`config.mk`:
```
export PLATFORM = sky130hd
export DESIGN_NAME = instruction_fetch
export DESIGN_NICKNAME = d
export VERILOG_FILES = /design/src/rtl/fetch_pkg.sv /design/src/rtl/fetch_timer.sv /design/src/rtl/instruction_fetch.sv
export SDC_FILE = /design/constraint.sdc
export NUM_CORES = 1
export LEC_CHECK = 0
export BUFFER_PORTS_ARGS = -buffer_cell sky130_fd_sc_hd__buf_2
export CORE_MARGIN = 3
export CORE_UTILIZATION = 45
export CTS_BUF_LIST = sky130_fd_sc_hd__clkbuf_4
export CTS_CLUSTER_DIAMETER = 120
export DETAILED_ROUTE_END_ITERATION = 10
export PLACE_DENSITY = 0.81
export SYNTH_ARGS = -nofsm -noshare
export SYNTH_HDL_FRONTEND = slang
export SYNTH_HIERARCHICAL = 1
export SYNTH_SLANG_ARGS = --single-unit
```
`constraint.sdc`:
```
create_clock -name clk -period 2.5 [get_ports clk]
set_input_delay 0.5 -clock clk [delete_from_list [all_inputs] [get_ports clk]]
set_output_delay 0.5 -clock clk [all_outputs]
set_load 0.01 [all_outputs]
```
`src/rtl/fetch_pkg.sv`:
```
// Shared types and constants for the instruction-fetch stage.
package fetch_pkg;

    typedef enum logic [1:0] {
        IDLE  = 2'b00,
        FETCH = 2'b01,
        DRAIN = 2'b10,
        HOLD  = 2'b11
    } state_e;

    typedef enum logic [1:0] {
        FAULT_NONE     = 2'b00,
        FAULT_MISALIGN = 2'b01,
        FAULT_BUS      = 2'b10
    } fault_e;

    localparam logic [31:0] NOP = 32'h0000_0000;

    function automatic logic is_aligned(input logic [31:0] addr);
        return addr[1:0] == 2'b00;
    endfunction

endpackage

```
`src/rtl/fetch_timer.sv`:
```
// Request timeout counter: counts unacknowledged request cycles since the last clear.
module fetch_timer
    import fetch_pkg::*;
#(
    parameter int TIMEOUT = 16
) (
    input  logic clk,
    input  logic rst_n,
    input  logic clear,
    input  logic count,
    output logic expired
);

    localparam int CW = $clog2(TIMEOUT);

    logic [CW-1:0] cnt_q;
    logic [CW-1:0] cnt_d;

    // expired marks the TIMEOUT-th request cycle, so the fetch FSM can still honour an ack there
    assign expired = (cnt_q == CW'(TIMEOUT - 1));

    always_comb begin
        cnt_d = cnt_q;
        if (clear) begin
            cnt_d = '0;
        end else if (count && !expired) begin
            cnt_d = cnt_q + 1'b1;
        end
    end

    always_ff @(posedge clk or negedge rst_n) begin
        if (!rst_n) begin
            cnt_q <= '0;
        end else begin
            cnt_q <= cnt_d;
        end
    end

endmodule

```
`src/rtl/instruction_fetch.sv`:
```
// Instruction-fetch stage: samples the PC, reads instruction memory with req/ack,
// and holds the fetched word until decode accepts it.
module instruction_fetch
    import fetch_pkg::*;
#(
    parameter logic [31:0] RESET_PC = 32'h0000_0000,
    parameter int          TIMEOUT  = 16
) (
    input  logic        clk,
    input  logic        rst_n,
    input  logic [31:0] pc,
    input  logic        flush,
    output logic        imem_req,
    output logic [31:0] imem_addr,
    input  logic        imem_ack,
    input  logic [31:0] imem_rdata,
    output logic [31:0] instr,
    output logic [31:0] instr_pc,
    output logic [31:0] pc_plus4,
    output logic        instr_valid,
    input  logic        instr_ready,
    output logic        pc_advance,
    output logic [1:0]  fault
);

    state_e      state_q, state_d;
    logic [31:0] pc_q, pc_d;
    logic [31:0] instr_q, instr_d;
    logic [31:0] instr_pc_q, instr_pc_d;
    logic [1:0]  fault_q, fault_d;
    logic        timer_clear;
    logic        timer_count;
    logic        timer_expired;

    assign imem_req    = (state_q == FETCH) || (state_q == DRAIN);
    assign imem_addr   = pc_q;
    assign instr       = instr_q;
    assign instr_pc    = instr_pc_q;
    assign fault       = fault_q;
    assign instr_valid = (state_q == HOLD);
    assign pc_advance  = instr_valid & instr_ready & ~flush;
    assign pc_plus4    = instr_pc_q + 32'd4;

    // Fresh timeout window whenever a FETCH or DRAIN phase begins
    assign timer_count = imem_req & ~imem_ack;
    assign timer_clear = (state_d != state_q) && ((state_d == FETCH) || (state_d == DRAIN));

    fetch_timer #(
        .TIMEOUT (TIMEOUT)
    ) u_timer (
        .clk     (clk),
        .rst_n   (rst_n),
        .clear   (timer_clear),
        .count   (timer_count),
        .expired (timer_expired)
    );

    always_comb begin
        state_d    = state_q;
        pc_d       = pc_q;
        instr_d    = instr_q;
        instr_pc_d = instr_pc_q;
        fault_d    = fault_q;
        unique case (state_q)
            IDLE: begin
                pc_d = pc;
                if (!is_aligned(pc)) begin
                    state_d    = HOLD;
                    instr_d    = NOP;
                    instr_pc_d = pc;
                    fault_d    = FAULT_MISALIGN;
                end else begin
                    state_d = FETCH;
                end
            end
            FETCH: begin
                // Ack beats both flush-to-drain and the timeout on the same cycle
                if (imem_ack) begin
                    if (flush) begin
                        state_d = IDLE;
                    end else begin
                        state_d    = HOLD;
                        instr_d    = imem_rdata;
                        instr_pc_d = pc_q;
                        fault_d    = FAULT_NONE;
                    end
                end else if (flush) begin
                    state_d = DRAIN;
                end else if (timer_expired) begin
                    state_d    = HOLD;
                    instr_d    = NOP;
                    instr_pc_d = pc_q;
                    fault_d    = FAULT_BUS;
                end
            end
            DRAIN: begin
                if (imem_ack || timer_expired) begin
                    state_d = IDLE;
                end
            end
            HOLD: begin
                if (flush || instr_ready) begin
                    state_d = IDLE;
                end
            end
            default: state_d = IDLE;
        endcase
    end

    always_ff @(posedge clk or negedge rst_n) begin
        if (!rst_n) begin
            state_q    <= IDLE;
            pc_q       <= 32'h0000_0000;
            instr_q    <= NOP;
            instr_pc_q <= RESET_PC;
            fault_q    <= FAULT_NONE;
        end else begin
            state_q    <= state_d;
            pc_q       <= pc_d;
            instr_q    <= instr_d;
            instr_pc_q <= instr_pc_d;
            fault_q    <= fault_d;
        end
    end

endmodule

```
==> metrics.txt, run 1 <==
outcome=complete, but fails checks; failing checks=setup timing; H-Tree Depth=3; Root Driver=clkbuf_4; Vias/cell=5.28; Peak supply drop=0.000724 V; port buffer count=201; critical path type=reg -> out; CP Launch Type=flop; max_slew headroom=0.606; die height=115 um; # IOs=202; Syn Inst Count=421; row cnt=39; Starting Density=0.463; Post-Place Cells=753; Max Root-Sink Buffers=2; Leak Pwr=3.47 nW; WL/cell=17.1 um; Die Wd=115 um; RSZ-0062 raised after global routing=yes; Num CTS Buffers=9; overall die area=13200 um^2; CTS tree=done; pwr/cell area=1350 nW/um^2; synth unique cells=46; total power=9.39 mW; Cell Count, Final, Fillers Out=791; Layout Skew=0.0198 ns; vias=4174; Total Wirelength=13.5 mm; initial antenna violation count=1; required time worst endpoint=2.00 ns; global-route wire length before repair=21.5 mm; First DRT Iteration DRCs=195; crit path max fanout=9; # setup viols final=20; Synthesis Warnings=6; gr usage total=0.205; Post-DRT Antenna Nets=0; core area=11500 um^2; register area share after synthesis=0.488; clock period minus worst slack=2.64 ns; post-synthesis register bit count=104; Syn Area/Cell=12.7 um^2; DRC Markers=0; worst skew pair latency=0.48 ns; Post-Syn Area=5330 um^2; Final Hold Fails=0; Sink Count=104; fin crit share=1.06; largest net degree at the start of global routing=105; maxcap violations=0; Clock Pin Slew Worst Setup and Hold Paths=0.15 ns; area added between synthesis and finish=30.4%; Post-DP HPWL=9.45 mm; vias in the first global route=4403; gpl congestion=0.855; utilization after layout=0.604; max-slew violations=0; FMAX=378 MHz; Min-Delay Path Class=in -> async; final setup margin=-0.144 ns; Slew @ Worst Pin=0.591 ns; Worst setup EP type=output port; DR pass1 iterations=4; Remaining Overflow, GRT=0; final net count=718; fraction of layout cells with a size suffix above 1=0.555; Critical Path AT=2.14 ns; Synthesized Nets=497
final cells by class:
cell class / count / area (um^2)
Inverter: 7 / 26.3
Timing Repair Buffer: 234 / 1310
Sequential cell: 104 / 2610
Fill cell: 928 / 4560
Clock inverter: 6 / 60.1
Tap cell: 143 / 179
Clock buffer: 10 / 75.1
Multi-Input combinational cell: 286 / 2690
Antenna cell: 1 / 2.50
Yosys cell counts, drive strengths merged:
| cell type | n | share of area |
|---|---|---|
| a21oi | 4 | 0.0038 |
| a32o | 1 | 0.0019 |
| and2 | 1 | 0.0012 |
| and3 | 34 | 0.041 |
| and3b | 1 | 0.0016 |
| and4b | 1 | 0.0021 |
| buf | 14 | 0.020 |
| clkbuf | 10 | 0.0070 |
| dfrtp | 104 | 0.49 |
| ha | 7 | 0.016 |
| inv | 7 | 0.0049 |
| mux2 | 122 | 0.26 |
| mux2i | 10 | 0.019 |
| nand2 | 9 | 0.0063 |
| nand2b | 3 | 0.0035 |
| nand3 | 16 | 0.016 |
| nand4 | 10 | 0.015 |
| nand4b | 1 | 0.0016 |
| nor2 | 11 | 0.0077 |
| nor2b | 6 | 0.0084 |
| nor3 | 2 | 0.0019 |
| nor3b | 3 | 0.0052 |
| nor4 | 3 | 0.0092 |
| o2111ai | 1 | 0.0016 |
| o21a | 1 | 0.0014 |
| o21ai | 6 | 0.0056 |
| o31ai | 1 | 0.0014 |
| or2 | 3 | 0.0035 |
| or4 | 1 | 0.0014 |
| xnor2 | 24 | 0.039 |
| xor2 | 4 | 0.0066 |
routing by layer:
metal,share of wire,global-route usage,vias to the layer above
li1,-,-,1943
met1,0.42,0.251,2060
met2,0.50,0.339,136
met3,0.051,0.0426,35
met4,0.032,0.110,0
met5,0,0,-
critical path, stage by stage (launching register included):
cell and delay, ns:
dfrtp_1 0.43, buf_6 0.12, nand4_1 0.20, nor4_4 0.24
buf_6 0.19, nand4_1 0.13, xnor2_1 0.21, buf_2 0.17
report_power, final:
group / switching [mW] / internal, mW
Combinational: 2.60 / 2.68
Sequential: 0.710 / 2.53
Clock: 0.557 / 0.311
worst paths after layout:
check | depth (start not counted) | slack (ns) | from | end
max in group asynchronous | 2 | 1.94 | rst_n | instr_pc[5]
max reg2reg | 9 | 0.14 | u_timer/cnt_q[0] | u_timer/cnt_q[1]
max | 7 | -0.14 | instr_pc[3] | pc_plus4[21]
min reg2reg | 1 | 0.50 | instr[31] | instr[31]
min in group clk | 2 | 0.25 | pc[11] | imem_addr[11]
min | 2 | 0.03 | rst_n | instr[26]
per-stage QoR:
stage / setup slack [ns] / hold slack, ns / TNS [ns] / cell area [um^2]
floorplan: 0.252 / 0.204 / 0 / 5330
global placement: 0.270 / 0.461 / 0 / 6520
detailed placement: 0.108 / 0.471 / 0 / 6520
CTS: -0.134 / 0.0680 / -1.48 / 6840
global route: -0.295 / 0.0769 / -4.79 / 6960
finish: -0.144 / 0.0319 / -1.36 / 6960
sequential cells by signal, indices dropped and copies added (netlist names):
register       flops
fault              2
imem_addr         32
instr             32
instr_pc          32
state_q            2
u_timer/cnt_q      4
timing repair:
action	in CTS	in global routing
setup endpoints to repair	22	24
hold buffers	0	0
setup buffers	17	3
gates resized for setup	16	19
gates cloned	1	0
pin swaps	4	12
logic make-up (layout without fill, tap and decap cells):
logic type	count (synthesis)	after routing	synth area share
buffers and inverters	31	257	0.0317
adder cells (fa/ha/maj)	7	7	0.0164
flip-flops	104	104	0.488
AO/OA/AOI/OAI	14	14	0.0157
XOR/XNOR	28	28	0.0460
other	0	1	0
multiplexers	132	132	0.277
AND/OR/NAND/NOR	105	105	0.125
layout by cell type, fill, tap and decap left out, types with 4 or more instances in the layout:
cell type    n
nor2b_1      5
inv_1        6
dfrtp_2      8
buf_6        4
buf_2      200
dfrtp_1     96
and3_1      33
nor2_1       8
nand4_1      9
xnor2_1     21
nand2_1      8
mux2_2      70
mux2_1      51
nand3_1     12
mux2i_1      9
buf_4       27
o21ai_0      4
clkbuf_4    10
(Power assumes the default switching activity.)
==> inputs of run 2 (changes only) <==
--- a/config.mk
+++ b/config.mk
@@ -10,8 +10,9 @@
 export CORE_UTILIZATION = 45
 export CTS_BUF_LIST = sky130_fd_sc_hd__clkbuf_4
 export CTS_CLUSTER_DIAMETER = 120
+export CTS_CLUSTER_SIZE = 20
 export DETAILED_ROUTE_END_ITERATION = 10
-export PLACE_DENSITY = 0.81
+export PLACE_DENSITY_LB_ADDON = 0.1
 export SYNTH_ARGS = -nofsm -noshare
 export SYNTH_HDL_FRONTEND = slang
 export SYNTH_HIERARCHICAL = 1
==> run 2 against run 1 <==
The run still ends with setup timing left. Combinational power is 3% lower. Design area is 0.94% lower. Largest cell class unchanged. Highest routed layer unchanged. Die area stayed put. Critical path type unchanged. Count of clock-buffer cells in the layout is 1 lower. Final cell count is 0.51% lower. Flip-flop and latch count stayed put. Critical endpoint is now pc_plus4[16]. Largest power group unchanged. Power is 1.1% lower. Critical path depth is 1 higher. Setup slack better by 0.12 ns. First-iteration DRC count is 19% lower.
==> metrics.txt, run 2 (synthesized netlist as in run 1, its figures left out) <==
outcome=complete, but fails checks; failing checks=setup timing; vias in the first global route=4227; port buffer count=201; Min-Delay Path Class=in -> reg; Max Root-Sink Buffers=2; Die Wd=115 um; Vias/cell=5.22; most crowded layer after global routing=met2; Post-DRT Antenna Nets=0; Buf/Inv on CP=3; Clock Pin Slew Worst Setup and Hold Paths=0.17 ns; R2R depth=8; Reg-to-Reg End=u_timer/cnt_q[0]; CTS tree=done; # setup viols final=6; worst skew pair latency=0.47 ns; DR pass1 iterations=4; total power=9.29 mW; CP Launch Type=flop; maxcap violations=0; most frequent cells in the layout=buf_2 (200), dfrtp_1 (97), mux2_2 (70); Total Wirelength=13.2 mm; DRC Markers=0; final setup margin=-0.0241 ns; global-route wire length before repair=21.3 mm; utilization after layout=0.598; largest net degree at the start of global routing=66; max-slew violations=0; commonest non-fill, non-tap cell in the layout=buf_2; pwr/cell area=1350 nW/um^2; clock period minus worst slack=2.52 ns; Crit path depth=8; vias=4105; Leak Pwr=3.46 nW; core area=11500 um^2; gpl congestion=0.774; overall die area=13200 um^2; fraction of layout cells with a size suffix above 1=0.537; Num CTS Buffers=9; initial antenna violation count=0; worst path cell trace=ha_4 > nand3_4 > nor4_4 > buf_6 > buf_6 > nand2_2 > xnor2_1 > buf_2; met1 usage=0.257; Post-DP HPWL=9.28 mm; row cnt=39; fin crit share=1.01; Root Driver=clkbuf_4; Crit path top cell by count=buf_6; WL/cell=16.8 um; Starting Density=0.463; Critical Path AT=2.02 ns; H-Tree Depth=3; Worst setup EP type=output port; Worst path max stage delay=0.45 ns; First DRT Iteration DRCs=158; Slew @ Worst Pin=0.498 ns; Final Hold Fails=0; # diodes=0; Sink Count=104; area added between synthesis and finish=29.2%; FMAX=396 MHz; Peak supply drop=0.000760 V; Layout Skew=0.0206 ns; critical path endpoint=pc_plus4[16]; Remaining Overflow, GRT=0; met2 usage=0.338; RSZ-0062 raised after global routing=yes; CP Launch Point=instr_pc[2]; crit path max fanout=8; gr usage total=0.201; Top delay family on crit path=buffers and inverters; final net count=715; M3 GR Usage=0.0484; critical path type=reg -> out; required time worst endpoint=2.00 ns; # IOs=202; R2R setup slack=0.12 ns; FF-to-FF Start=u_timer/cnt_q[0]; Slowest-stage cell, CP=dfrtp_2; die height=115 um; max_slew headroom=0.668
## run 2: where the power goes
part,switching (mW),internal (mW)
combinational,2.55,2.60
clock,0.560,0.398
sequential,0.662,2.52
total,3.77,5.52
## run 2: how the worst min path moves through the flow
| stage | start | end | depth (start not counted) |
|---|---|---|---|
| finish | pc[12] | imem_addr[12] | 2 |
| global route | pc[7] | imem_addr[7] | 2 |
| CTS | pc[13] | imem_addr[13] | 2 |
| detailed placement | instr[28] | instr[28] | 1 |
| global placement | instr[27] | instr[27] | 1 |
| floorplan | rst_n | fault[0] | 0 |
## run 2: area by class of cell
type,instances,area (um^2)
fillers,1004,4630
well taps,143,179
repair buffers,231,1270
clock buffers,9,67.6
inverters,7,26.3
multi-input cells,286,2650
clock inverters,7,86.3
flip-flops and latches,104,2610
## run 2: metrics by stage
step | setup WS [ns] | instances | hold WS, ns | setup TNS [ns] | cell area (um^2)
6_report | -0.0241 | 787 | 0.264 | -0.0838 | 6890
5_1_grt | -0.162 | 787 | 0.242 | -2.13 | 6890
4_1_cts | -0.0641 | 785 | 0.229 | -0.309 | 6840
3_5_place_dp | 0.164 | 754 | 0.469 | 0 | 6520
3_3_place_gp | 0.253 | 754 | 0.463 | 0 | 6520
2_1_floorplan | 0.252 | 421 | 0.204 | 0 | 5330
## run 2: repair_timing
item	in CTS	in global routing
hold buffers	1	0
resized for setup	17	6
endpoints found under the setup margin	21	21
setup buffers	14	2
hold endpoints to repair	35	0
pin swaps	5	4
## run 2: worst register-to-register path, stage by stage, from the launching register on
cell and delay [ns]:
dfrtp_1 0.44, ha_1 0.25, and3_4 0.18, or4_1 0.51
nand4b_1 0.16, o2111ai_1 0.14, mux2i_2 0.25, nor2b_1 0.08
mux2_4 0.27
## run 2: per-layer routing
| metal | up-vias | share of wire |
|---|---|---|
| li1 | 1935 | - |
| met4 | 0 | 0.014 |
| met5 | - | 0 |
| met3 | 12 | 0.064 |
| met2 | 121 | 0.49 |
| met1 | 2037 | 0.43 |
